==> src/rtl/bus_cycle_terminator.sv <==
// Merges fast-RAM, 6800-emulation and motherboard /DTACK into one CPU /DTACK,
// with a bus-error watchdog and a sticky timeout flag.
module bus_cycle_terminator #(
  parameter int unsigned TIMEOUT_CYCLES = 255,
  parameter int unsigned CNT_WIDTH      = 8,
  parameter int unsigned FAST_WAIT      = 1
) (
  input  logic CLK,
  input  logic RESET,
  input  logic AS,
  input  logic FAST_SEL,
  input  logic VMA_DTACK,
  input  logic MB_DTACK,
  input  logic TO_CLR,
  output logic DTACK,
  output logic BERR,
  output logic CYCLE_ACTIVE,
  output logic TIMEOUT_FLAG
);

  localparam logic [CNT_WIDTH-1:0] WdLast   = CNT_WIDTH'(TIMEOUT_CYCLES - 1);
  localparam logic [3:0]           WaitInit = 4'(FAST_WAIT);

  typedef enum logic [1:0] {StIdle, StRun, StAck, StBerr} state_e;

  state_e               state_q, state_d;
  logic [CNT_WIDTH-1:0] wd_cnt_q, wd_cnt_d;
  logic [3:0]           wait_cnt_q, wait_cnt_d;
  logic                 fast_q, fast_d;
  logic                 dtack_q, berr_q, active_q;
  logic                 flag_q, flag_d;
  logic                 timeout_set;

  always_comb begin
    state_d     = state_q;
    wd_cnt_d    = wd_cnt_q;
    wait_cnt_d  = wait_cnt_q;
    fast_d      = fast_q;
    timeout_set = 1'b0;
    unique case (state_q)
      StIdle: begin
        if (!AS) begin
          state_d    = StRun;
          wd_cnt_d   = '0;
          wait_cnt_d = WaitInit;
          fast_d     = FAST_SEL;
        end
      end
      StRun: begin
        // Abort first, then acknowledges, so an ack always beats the timeout.
        if (AS) begin
          state_d = StIdle;
        end else if (fast_q && (wait_cnt_q == 4'd0)) begin
          state_d = StAck;
        end else if (!VMA_DTACK) begin
          state_d = StAck;
        end else if (!MB_DTACK) begin
          state_d = StAck;
        end else if (wd_cnt_q == WdLast) begin
          state_d     = StBerr;
          timeout_set = 1'b1;
        end else begin
          wd_cnt_d = wd_cnt_q + 1'b1;
          if (fast_q && (wait_cnt_q != 4'd0)) begin
            wait_cnt_d = wait_cnt_q - 4'd1;
          end
        end
      end
      StAck, StBerr: begin
        if (AS) begin
          state_d = StIdle;
        end
      end
      default: state_d = StIdle;
    endcase
    flag_d = timeout_set ? 1'b1 : (TO_CLR ? 1'b0 : flag_q);
  end

  always_ff @(posedge CLK or negedge RESET) begin
    if (!RESET) begin
      state_q    <= StIdle;
      wd_cnt_q   <= '0;
      wait_cnt_q <= '0;
      fast_q     <= 1'b0;
      dtack_q    <= 1'b1;
      berr_q     <= 1'b1;
      active_q   <= 1'b0;
      flag_q     <= 1'b0;
    end else begin
      state_q    <= state_d;
      wd_cnt_q   <= wd_cnt_d;
      wait_cnt_q <= wait_cnt_d;
      fast_q     <= fast_d;
      dtack_q    <= (state_d != StAck);
      berr_q     <= (state_d != StBerr);
      active_q   <= (state_d != StIdle);
      flag_q     <= flag_d;
    end
  end

  // AS gating releases the CPU strobes without waiting for a clock edge.
  assign DTACK        = dtack_q | AS;
  assign BERR         = berr_q | AS;
  assign CYCLE_ACTIVE = active_q;
  assign TIMEOUT_FLAG = flag_q;

endmodule
==> config.mk <==
export PLATFORM = sky130hd
export DESIGN_NAME = bus_cycle_terminator
export DESIGN_NICKNAME = d
export VERILOG_FILES = /design/src/rtl/bus_cycle_terminator.sv
export SDC_FILE = /design/constraint.sdc
export NUM_CORES = 1
export LEC_CHECK = 0
export CORE_AREA = 2 2 49 51
export DETAILED_ROUTE_END_ITERATION = 16
export DIE_AREA = 0 0 51 53
export GPL_TIMING_DRIVEN = 0
export PLACE_DENSITY = 0.75
export SLEW_MARGIN = 30
export SYNTH_ARGS = -nofsm -noshare
export SYNTH_HDL_FRONTEND = slang
export SYNTH_SLANG_ARGS = --single-unit
==> constraint.sdc <==
create_clock -name CLK -period 2.1 [get_ports CLK]
set_input_delay 0.315 -clock CLK [delete_from_list [all_inputs] [get_ports CLK]]
set_output_delay 0.315 -clock CLK [all_outputs]
set_load 0.01 [all_outputs]
==> run summary <==
The flow ran to the end, and the final reports show no timing, DRC or antenna violations. The via count came out at 796. Of the total synthesized cell area, the portion taken by XOR and XNOR cells is 0.0426. Sorting the synthesized cells by area gives the leading types as dfrtp_1 41%, dfstp_2 5.1%, xor2_1 4.3%, ha_1 3.7%, o21ai_0 3.4%. The total power per unit cell area is between 700 and 800 nW/um2. The count of final max-slew check failures came out at 0.

The detailed-routing iteration count for the pre-antenna-repair pass came out at 4. In the global route stage, overall resource usage came out at 0.176. The number of library cell types mapped by synthesis came out at 38.

The worst pin sits at a relative slew slack of 0.647. The floorplan step set the die height to 53 um. Yosys mapped a number of flops with a built-in enable equal to 0.

The via count of the first global-routing pass is 789. The worst setup path is launched from a primary input. The number of gates resized after cts is 0.

The startpoint identified for the worst register-to-register timing path is wd_cnt_q[0]. The most common cell in the synthesized netlist is dfrtp_1. The share of the clock period used by the worst path after layout came out at 0.928. The die covers 2700 um2. The share of synthesized area occupied by flip-flops and latches is 0.465. The root buffer cell is clkbuf_4. The global placement routability congestion came out at a little over 0.7. The slack of the critical path is 0.151 ns. The worst-case register-to-register setup slack came out at around 0.23 ns. By count the netlist is led by 17 x dfrtp_1, 9 x nor2_1, 7 x inv_1, 7 x nand2_1, 7 x o21ai_0. The cell area after synthesis is between 1000 and 1500 um2. The post-synth net total came out at between 100 and 150. The initial DRC count came out at 15. Pin placement for this block handled 11 I/O pins. The first-pass GRT wire length is approximately 3400 um.

The pin count of the biggest net entering global routing is 20. Counting every instance in the synthesized netlist gives roughly 100. At the worst endpoint, the required time is ~1.8 ns. The effective utilization at floorplan is 0.478.

The fraction of layout instances using a drive strength above 1 came out at 0.119. For this run, design rule violations remaining after detail routing come to 0. The H-tree depth came out at 1.

In this run the worst path has a maximum fanout of 7. Derived from the worst setup path, the maximum achievable clock frequency is around 500 MHz. The final antenna diode count is 0. The reported leakage power came out at between 0.0005 and 0.0006 uW. The routed design has ~2000 um of wire. The area growth from synthesis to layout came out at 16.2%. Fill cells in the final layout number between 150 and 200. The final net count came out at roughly 130. The placed wire-length estimate came out at 1440 um. The TritonCTS clock tree is yes. The clock transition at the registers of the reported paths came out at 0.11 ns. The total area inside the core boundary comes to ~2100 um2. The worst setup path is of the in -> out kind. The cell area after placement is approximately 1200 um2. The worst path in the final design needs a cycle of just under 2 ns, including I/O delays and setup.

The insertion delay of the later-clocked pin in the worst-skew pair is 0.31 ns. Counting flops with an async set or reset pin after synthesis yields a share of 1.00. The number of buffers inserted during clock tree synthesis is 3. The share of synthesized area in the top cell type comes to 0.414.

The mean post-synth cell area came out at between 9 and 10 um2. The slew at the pin closest to its max-slew limit is 0.527 ns. The floorplan has 17 rows. From left edge to right edge, the die measures 51 um.

The minimum setup slack after placement is -0.0270 ns. The worst voltage drop across the vdd grid came out at roughly 440 uV. Setup repair after global routing left no endpoint under its margin. The tightest min-delay check is of the in -> async type.

Summed over all instances, the cell type with the most area after synthesis is dfrtp_1. The maximum clock path buffer count is 2. The area share of fa/ha/maj cells after synthesis is 0.0365. The number of cells on the worst reg-to-reg path is 7. The final sum of negative setup slack is 0 ns. The mux contribution to synthesized area is 0.0110.

In this run the critical register-to-register path is captured at wait_cnt_q[3]. The finished cells cover 1190 um2. STA classifies the critical path endpoint as a primary output. For this run, the leading register cell type out of synthesis is dfrtp_1. The post-synthesis share of cell area spent on and, or, nand and nor gates came out at 0.238. The setup skew after layout came out at about 0.0047 ns. Setup violations remaining at the end of the flow were counted as 0.

The max-capacitance violation count came out at 0. The data arrival time of the critical path came out at 1.63 ns. The number of antenna-violating nets in the routed design is 0. The initial antenna violation count is 0.

By area, the combinational part of the netlist is dominated by simple AND/OR/NAND/NOR gates. The area fraction in compound gates after synthesis came out at 0.167. After global routing the overflow that remains totals 0.

The quantity of I/O buffers inserted on ports came out at 10. In the routed layout, each cell is associated on average with a via count of approximately 5.5. The final hold violation count is 0. The detailed-route wire length per cell is approximately 14 um. Synthesis inferred 19 register bits.

The clock net sink count came out at 19. Yosys printed 0 warnings.
==> layer usage <==
metal / part of all wire / routed length (um) / GRT usage / vias to the layer above
met5: 0 / 0 / 0 / -
met4: 0.025 / 49 / 0.0946 / 0
met1: 0.48 / 958 / 0.223 / 384
li1: - / - / - / 398
met3: 0.022 / 44 / 0.0254 / 5
met2: 0.47 / 926 / 0.288 / 9
==> metrics by stage <==
stage                     total power (uW)  instances   util  hold slack [ns]
after CTS                              877        145  0.553            0.513
after global placement                 676        141  0.541            0.480
final                                  871        146  0.556            0.459
after global routing                   932        146  0.556            0.501
after floorplan                        614        103      -           0.0194
after detailed placement               683        141  0.541            0.490
==> cells by family (layout without fill, tap and decap cells) <==
group	Yosys count	count (layout)
AOI/OAI and AO/OA	22	22
xor gates and xnor gates	5	5
adders and majority gates	3	3
buffers and inverters	9	24
DFF	19	19
muxes	1	1
and+or+nand+nor	44	44
==> repair_timing <==
action | CTS | global route
endpoints found under the hold margin | 0 | 17
hold buffers | 0 | 1
buffers inserted | 0 | 0
==> placed cells by master, fill, tap and decap left out, types with 2 or more instances in the layout <==
cell type / instances
dfrtp_1: 17
nor2_1: 9
clkdlybuf4s50_1: 9
inv_1: 7
nand2_1: 7
o21ai_0: 7
nand3_1: 5
xor2_1: 5
nand4_1: 4
a21oi_1: 3
and3_1: 3
ha_1: 3
clkbuf_4: 3
or2_1: 2
clkbuf_1: 2
or2_2: 2
a211o_1: 2
o21ai_1: 2
and2_1: 2
dfstp_2: 2
==> how the worst max path moves through the flow <==
stage                  start             to  slack (ns)  cells after the start
3_5_place_dp              AS         fast_q       -0.03                      5
3_3_place_gp              AS         fast_q       -0.03                      5
2_1_floorplan  wait_cnt_q[0]  wait_cnt_q[3]        0.39                      7
5_1_grt                   AS          DTACK         0.1                      3
4_1_cts                   AS          DTACK        0.15                      3
6_report                  AS          DTACK        0.15                      3
==> critical path, cell delays in order <==
cell and delay [ns]:
clkdlybuf4s50_1 0.50, or2_2 0.34, clkdlybuf4s50_1 0.48
==> layout make-up <==
| cell class | count | area (um2) | area share |
|---|---|---|---|
| Multi-Input combinational cell | 75 | 508 | 0.426 |
| Clock buffer | 4 | 26.3 | 0.0220 |
| Buffer | 2 | 15.0 | 0.0126 |
| Tap cell | 28 | 35.0 | 0.0294 |
| Inverter | 7 | 26.3 | 0.0220 |
| Timing Repair Buffer | 11 | 105 | 0.0881 |
| Sequential cell | 19 | 478 | 0.400 |
==> flip-flops by register name, indices dropped and copies added, names as in the netlist <==
| signal | cells |
|---|---|
| wd_cnt_q | 8 |
| wait_cnt_q | 4 |
| state_q | 2 |
| CYCLE_ACTIVE | 1 |
| TIMEOUT_FLAG | 1 |
| berr_q | 1 |
| dtack_q | 1 |
| fast_q | 1 |
==> where the power goes <==
part | internal (uW) | switching (uW)
Combinational | 104 | 121
Clock | 74.2 | 120
Sequential | 411 | 41.5
Power figures use the tool's default switching activity.
